===== src/rtl/target_arb_pkg.sv =====
// Shared types and constants for the target programming pin arbiter.
package target_arb_pkg;
  localparam int NREQ_DEF = 3;

  typedef enum logic [1:0] {
    ST_IDLE  = 2'd0,
    ST_GRANT = 2'd1,
    ST_GUARD = 2'd2
  } arb_state_e;

  localparam logic [1:0] OWNER_AVRISP = 2'd0;
  localparam logic [1:0] OWNER_PDI    = 2'd1;
  localparam logic [1:0] OWNER_GPIO   = 2'd2;
  localparam logic [1:0] OWNER_NONE   = 2'd3;
endpackage


===== src/rtl/target_arb_watchdog.sv =====
// Grant watchdog: counts idle GRANT cycles, saturates, flags when the limit is hit.
module target_arb_watchdog #(
  parameter int TIMEOUT_W = 24
) (
  input  logic                 clk,
  input  logic                 reset_i,
  input  logic                 clear,
  input  logic                 run,
  input  logic                 kick,
  input  logic [TIMEOUT_W-1:0] limit,
  output logic                 expire
);
  logic [TIMEOUT_W-1:0] cnt_q;

  always_ff @(posedge clk or posedge reset_i)
    if (reset_i)               cnt_q <= '0;
    else if (clear || kick)    cnt_q <= '0;
    else if (run && cnt_q != '1) cnt_q <= cnt_q + 1'b1;

  // a zero limit disables the watchdog
  assign expire = run && (limit != '0) && (cnt_q == limit);
endmodule


===== src/rtl/target_pin_arbiter.sv =====
// Single-owner arbiter for the shared target pins with a high-Z guard on hand-over.
// Optional grant watchdog enabled by defining TARGET_ARB_TIMEOUT_EN.
module target_pin_arbiter
  import target_arb_pkg::*;
#(
  parameter int NREQ         = NREQ_DEF,
  parameter int GUARD_CYCLES = 16,
  parameter int TIMEOUT_W    = 24
) (
  input  logic                 clk,
  input  logic                 reset_i,
  input  logic [NREQ-1:0]      req_i,
  input  logic [NREQ-1:0]      activity_i,
  input  logic                 target_highz_i,
  input  logic [TIMEOUT_W-1:0] timeout_cfg_i,
  output logic [NREQ-1:0]      grant_o,
  output logic                 drive_en_o,
  output logic [1:0]           owner_o,
  output logic                 guard_o,
  output logic                 revoked_o
);
  localparam int GW = (GUARD_CYCLES > 1) ? $clog2(GUARD_CYCLES) : 1;

  arb_state_e      state_q, state_d;
  logic [NREQ-1:0] grant_d, elig, win_oh, mask_q;
  logic [1:0]      owner_d, win;
  logic [GW-1:0]   gcnt_q, gcnt_d;
  logic            win_vld, found, owner_req, wd_clr, wd_expire, revoke_d;

  // lowest eligible index wins
  always_comb begin
    elig  = req_i & ~mask_q;
    found = 1'b0;
    win   = OWNER_NONE;
    for (int k = 0; k < NREQ; k++)
      if (elig[k] && !found) begin
        found = 1'b1;
        win   = 2'(k);
      end
    win_vld = found && !target_highz_i;
    win_oh  = NREQ'(1) << win;
  end

  assign owner_req = |(req_i & grant_o);

  always_comb begin
    state_d  = state_q;
    grant_d  = grant_o;
    owner_d  = owner_o;
    gcnt_d   = gcnt_q;
    revoke_d = 1'b0;
    wd_clr   = 1'b0;
    case (state_q)
      ST_IDLE:
        if (win_vld) begin
          state_d = ST_GRANT;
          grant_d = win_oh;
          owner_d = win;
          wd_clr  = 1'b1;
        end
      ST_GRANT:
        if (!owner_req || target_highz_i || wd_expire) begin
          state_d  = ST_GUARD;
          grant_d  = '0;
          owner_d  = OWNER_NONE;
          gcnt_d   = GW'(GUARD_CYCLES - 1);
          // a release or high-Z in the same cycle wins over the watchdog
          revoke_d = wd_expire && owner_req && !target_highz_i;
        end
      ST_GUARD:
        if (gcnt_q == '0) begin
          if (win_vld) begin
            state_d = ST_GRANT;
            grant_d = win_oh;
            owner_d = win;
            wd_clr  = 1'b1;
          end else begin
            state_d = ST_IDLE;
          end
        end else begin
          gcnt_d = gcnt_q - 1'b1;
        end
      default: state_d = ST_IDLE;
    endcase
  end

  always_ff @(posedge clk or posedge reset_i)
    if (reset_i) begin
      state_q <= ST_IDLE;
      grant_o <= '0;
      owner_o <= OWNER_NONE;
      gcnt_q  <= '0;
    end else begin
      state_q <= state_d;
      grant_o <= grant_d;
      owner_o <= owner_d;
      gcnt_q  <= gcnt_d;
    end

  assign drive_en_o = |grant_o;
  assign guard_o    = (state_q == ST_GUARD);

`ifdef TARGET_ARB_TIMEOUT_EN
  target_arb_watchdog #(.TIMEOUT_W(TIMEOUT_W)) u_wd (
    .clk     (clk),
    .reset_i (reset_i),
    .clear   (wd_clr),
    .run     (state_q == ST_GRANT),
    .kick    (|(activity_i & grant_o)),
    .limit   (timeout_cfg_i),
    .expire  (wd_expire)
  );

  // a revoked requester stays locked out until it drops its request once
  always_ff @(posedge clk or posedge reset_i)
    if (reset_i) begin
      mask_q    <= '0;
      revoked_o <= 1'b0;
    end else begin
      mask_q    <= (mask_q & req_i) | (revoke_d ? grant_o : '0);
      revoked_o <= revoke_d;
    end
`else
  logic unused_wd;
  assign unused_wd = ^{activity_i, timeout_cfg_i, wd_clr, revoke_d};
  assign wd_expire = 1'b0;
  assign mask_q    = '0;
  assign revoked_o = 1'b0;
`endif
endmodule


===== config.mk =====
export PLATFORM = sky130hd
export DESIGN_NAME = target_pin_arbiter
export DESIGN_NICKNAME = d
export VERILOG_FILES = /design/src/rtl/target_arb_pkg.sv /design/src/rtl/target_arb_watchdog.sv /design/src/rtl/target_pin_arbiter.sv
export SDC_FILE = /design/constraint.sdc
export NUM_CORES = 1
export LEC_CHECK = 0
export BUFFER_PORTS_ARGS = -buffer_cell sky130_fd_sc_hd__buf_4
export CORE_MARGIN = 3
export CORE_UTILIZATION = 44
export CTS_BUF_LIST = sky130_fd_sc_hd__clkbuf_8
export DETAILED_ROUTE_END_ITERATION = 16
export GPL_ROUTABILITY_DRIVEN = 0
export GPL_TIMING_DRIVEN = 0
export PLACE_DENSITY = 0.83
export SYNTH_ARGS = -nofsm -noshare
export SYNTH_HDL_FRONTEND = slang
export SYNTH_HIERARCHICAL = 1
export SYNTH_SLANG_ARGS = --single-unit

===== constraint.sdc =====
create_clock -name clk -period 2.22 [get_ports clk]
set_input_delay 0.222 -clock clk [delete_from_list [all_inputs] [get_ports clk]]
set_output_delay 0.222 -clock clk [all_outputs]
set_load 0.005 [all_outputs]

==> impl_metrics.prom <==
# TYPE chip_impl_metric gauge
chip_impl_metric{name="max_cap_viols",unit=""} 0
chip_impl_metric{name="clock-skew-final",unit="ns"} 0.00154
chip_impl_metric{name="synth_edf_count",unit=""} 0
chip_impl_metric{name="report.final.setup_viol",unit=""} 0
chip_impl_metric{name="layout-area-overhead-vs-synth",unit="%"} 28.3
chip_impl_metric{name="worst-slew-pin-transition",unit="ns"} 0.580
chip_impl_info{name="min-delay-start",value="target_highz_i"} 1
chip_impl_metric{name="via_per_inst",unit=""} 5.65
chip_impl_info{name="reg2reg_from",value="gcnt_q[0]"} 1
chip_impl_metric{name="place.port_buffers",unit=""} 12
chip_impl_metric{name="drt-pass1-iter-count",unit=""} 4
chip_impl_metric{name="finalNetCount",unit=""} 114
chip_impl_metric{name="synth_area_per_cell",unit="um2"} 9.28
chip_impl_metric{name="wl_met3",unit="um"} 89
chip_impl_info{name="ys.flop_type",value="dfrtp_1"} 1
chip_impl_metric{name="r2r_slack",unit="ns"} 0.54
chip_impl_metric{name="total_of_fill_cells_in_the_finished_design",unit=""} 107
chip_impl_metric{name="power_frac_comb",unit="%"} 42.9
chip_impl_info{name="critPathCaptureType",value="register"} 1
chip_impl_metric{name="seq_power_share",unit="%"} 37.4
chip_impl_info{name="synth.area.top_cells",value="dfrtp_1 39%, dfstp_2 9.1%, inv_1 5.9%"} 1
chip_impl_metric{name="netlist.area_leader.share",unit="%"} 39.1
chip_impl_info{name="top_signal_layer_used",value="met4"} 1
chip_impl_metric{name="numCtsBuffers",unit=""} 3
chip_impl_metric{name="final_min_period_over_clock_period",unit="%"} 75.8
chip_impl_metric{name="critical_path_required",unit="ns"} 2.34
chip_impl_metric{name="cellLeakagePower",unit="nW"} 0.348
chip_impl_info{name="crit_reg_reg_endpoint",value="grant_o[1]"} 1
chip_impl_metric{name="cts_setup_buffers",unit=""} 0
chip_impl_metric{name="totalWireLength",unit="um"} 1300
chip_impl_metric{name="clk_latency",unit="ns"} 0.24
chip_impl_metric{name="final_max_slew_viol_count",unit=""} 0
chip_impl_metric{name="worst_path_largest_cell_delay",unit="ns"} 0.37
chip_impl_info{name="crit_path_cell_trace",value="inv_1 > ha_1 > nand2b_1 > o21ai_1 > nand2_1 > o32ai_1"} 1
chip_impl_metric{name="grt_pass1_wl",unit="um"} 2100
chip_impl_metric{name="grt_start_max_net_pins",unit=""} 12
chip_impl_metric{name="floorplan.core_area",unit="um2"} 1170
chip_impl_metric{name="gr-usage-all-layers",unit="%"} 16.1
chip_impl_metric{name="fmax",unit="GHz"} 0.594
chip_impl_metric{name="die_footprint",unit="um2"} 1780
chip_impl_info{name="synth.largest_area_cell",value="dfrtp_1"} 1
chip_impl_metric{name="number_of_global_route_vias_before_repair",unit=""} 495
chip_impl_metric{name="fp.dieW",unit="um"} 42.2
chip_impl_info{name="worstHoldPathType",value="primary input to register"} 1
chip_impl_metric{name="unique_cell_type_count_in_the_yosys_netlist",unit=""} 30
chip_impl_info{name="netlist_top_cells_count",value="9 x dfrtp_1, 9 x inv_1, 5 x nand2_1, 4 x a21oi_1, 4 x nor2_1"} 1
chip_impl_info{name="unrepaired_setup_endpoints_after_global_routing",value="false"} 1
chip_impl_metric{name="placed_cells",unit=""} 88
chip_impl_metric{name="drt_iter0_markers",unit=""} 14
chip_impl_metric{name="syn_warnings",unit=""} 6
chip_impl_metric{name="cts-htree-levels",unit=""} 1
chip_impl_metric{name="asyncSetResetFlopFracSynth",unit="%"} 100
chip_impl_metric{name="floorplan.initialDensity",unit="%"} 49.1
chip_impl_metric{name="p_sw",unit="W"} 0.000369
chip_impl_metric{name="design_power_total",unit="W"} 0.00102
chip_impl_metric{name="clock_tree.buffer_depth",unit=""} 2
chip_impl_metric{name="final_hold_viol_count",unit=""} 0
chip_impl_metric{name="clock_power_share",unit="%"} 19.7
chip_impl_metric{name="global_route.overflow_total",unit=""} 0
chip_impl_metric{name="mappedNetlistNets",unit=""} 96
chip_impl_info{name="crit_type",value="register to register"} 1
chip_impl_metric{name="boundaryPins",unit=""} 41
chip_impl_metric{name="pwr_density_cell",unit="nW/um2"} 1380
chip_impl_info{name="crit_path_top_delay_cell",value="dfrtp_1"} 1
chip_impl_metric{name="final_period_minus_worst_setup_slack",unit="ns"} 1.68
chip_impl_info{name="result_of_the_run",value="completed"} 1
chip_impl_metric{name="ir_worst_vdd",unit="mV"} 0.686
chip_impl_info{name="timing.hold.worst_endpoint",value="state_q[0]"} 1
chip_impl_metric{name="tritoncts_num_sinks",unit=""} 11
chip_impl_metric{name="detail_route.drc_violations",unit=""} 0
chip_impl_metric{name="ys_seq_area_share",unit="%"} 48.3
chip_impl_metric{name="ant_nets",unit=""} 0
chip_impl_info{name="clockRootBuffer",value="clkbuf_8"} 1
chip_impl_metric{name="n_antenna_cell",unit=""} 0
chip_impl_metric{name="cts.clk_slew.worst_paths",unit="ns"} 0.05
chip_impl_metric{name="multiInputGateArea",unit="um2"} 256
chip_impl_metric{name="setup_tns",unit="ns"} 0
chip_impl_metric{name="holdPathStages",unit=""} 2
chip_impl_metric{name="cp_data_arrival_time",unit="ns"} 1.81
chip_impl_metric{name="dr_wl_cell",unit="um"} 14.0
chip_impl_metric{name="number_of_core_rows",unit=""} 12
chip_impl_metric{name="floorplan.die.height",unit="um"} 42.2
chip_impl_metric{name="cts_repair_resize_count",unit=""} 0
chip_impl_metric{name="power.internal",unit="W"} 0.000648
chip_impl_info{name="tritoncts",value="yes"} 1
chip_impl_metric{name="cp_max_fo",unit=""} 5
chip_impl_metric{name="synth_seq_cells",unit=""} 11
chip_impl_metric{name="worst_r2r_path_depth",unit=""} 6
chip_impl_metric{name="post_synth_inst_count",unit=""} 62
chip_impl_metric{name="power_switching_share",unit="%"} 36.3
chip_impl_metric{name="via_count",unit=""} 525
chip_impl_metric{name="wl_met2",unit="um"} 641
chip_impl_info{name="timing.critical_path.from_type",value="register"} 1
chip_impl_metric{name="timing.slew.headroom",unit="%"} 61.3
chip_impl_metric{name="layout.area.seq",unit="um2"} 278
chip_impl_metric{name="routedLengthMet1",unit="um"} 525
chip_impl_metric{name="mappedNetlistArea",unit="um2"} 576
chip_impl_metric{name="antenna_found_initial",unit=""} 0
chip_impl_metric{name="drive_above_1_share",unit="%"} 27.8
chip_impl_metric{name="layout.cells.non_filler",unit=""} 93
chip_impl_info{name="crit_start",value="gcnt_q[0]"} 1
==> area by class of cell <==
class / instances / area share, %
Multi-Input combinational cell: 41 / 34.7
Clock inverter: 1 / 0.508
Tap cell: 14 / 2.37
Timing Repair Buffer: 13 / 13.6
Sequential cell: 11 / 37.6
Inverter: 9 / 4.58
Clock buffer: 3 / 5.59
Buffer: 1 / 1.02
==> power by group through the flow <==
stage	Clock, W	Sequential (W)	Combinational, W
2_1_floorplan	0	0.000367	0.000268
3_3_place_gp	0	0.000375	0.000414
3_5_place_dp	0	0.000381	0.000434
4_1_cts	0.000204	0.000378	0.000438
5_1_grt	0.000218	0.000392	0.000479
6_report	0.000200	0.000380	0.000437
==> flip-flops by register name (all words and copies together) (netlist names) <==
register / cells
owner_o: 2
gcnt_q: 4
grant_o: 3
state_q: 2
==> worst max-delay path: cells and delay by family (launching register included) <==
kind	cells	cell delay, ns
fa+ha+maj	1	0.20
buf+inv	1	0.09
simple gates	2	0.29
flops	1	0.37
compound gates	2	0.62
==> cell families (layout without fill, tap and decap cells) <==
family	Yosys count	count (layout)	share of synthesized area, %
AO/OA/AOI/OAI	18	18	22.0
XOR/XNOR	1	1	1.52
adder cells (fa/ha/maj)	1	1	2.17
buffers and inverters	10	27	7.17
flip-flops	11	11	48.3
multiplexers	1	1	1.96
other	1	1	0.652
AND/OR/NAND/NOR	19	19	16.3
==> per-stage QoR <==
stage          instance area (um2)  utilization, %  setup WS, ns  hold WS, ns
6_report                       738            63.0         0.538        0.163
5_1_grt                        738            63.0         0.421        0.160
4_1_cts                        738            63.0         0.565        0.163
3_5_place_dp                   683            58.3         0.595        0.247
3_3_place_gp                   683            58.3         0.639        0.242
2_1_floorplan                  576               -         0.798       0.0730
==> layer usage <==
layer,vias to the layer above,GRT usage [%]
li1,248,-
met1,250,17.0
met2,22,26.4
met3,5,4.29
met4,0,13.0
met5,-,0
==> how the worst max path moves through the flow <==
stage                     depth (start not counted)         end  slack [ns]
after detailed placement                          6  grant_o[1]        0.59
after global routing                              6  grant_o[1]        0.42
after CTS                                         6  grant_o[1]        0.57
after global placement                            4  grant_o[1]        0.64
final                                             6  grant_o[1]        0.54
after floorplan                                   6   gcnt_q[0]        0.80
==> repair_timing <==
action | in CTS | in global routing
hold endpoints to repair | 9 | 0
hold buffers | 1 | 0
setup endpoints to repair | 0 | 0
==> cells in the final DEF, fill, tap and decap left out, drive strengths merged, types with 2 or more instances in the layout <==
cell type | synthesis | final
a21oi | 5 | 5
a2bb2oi | 2 | 2
buf | 1 | 13
clkbuf | 0 | 3
dfrtp | 9 | 9
dfstp | 2 | 2
inv | 9 | 10
nand2 | 5 | 5
nand2b | 2 | 2
nand3 | 2 | 2
nor2 | 4 | 4
nor2b | 2 | 2
o21ai | 3 | 3
o22a | 2 | 2
No activity file was read; power rests on OpenSTA's default activity.
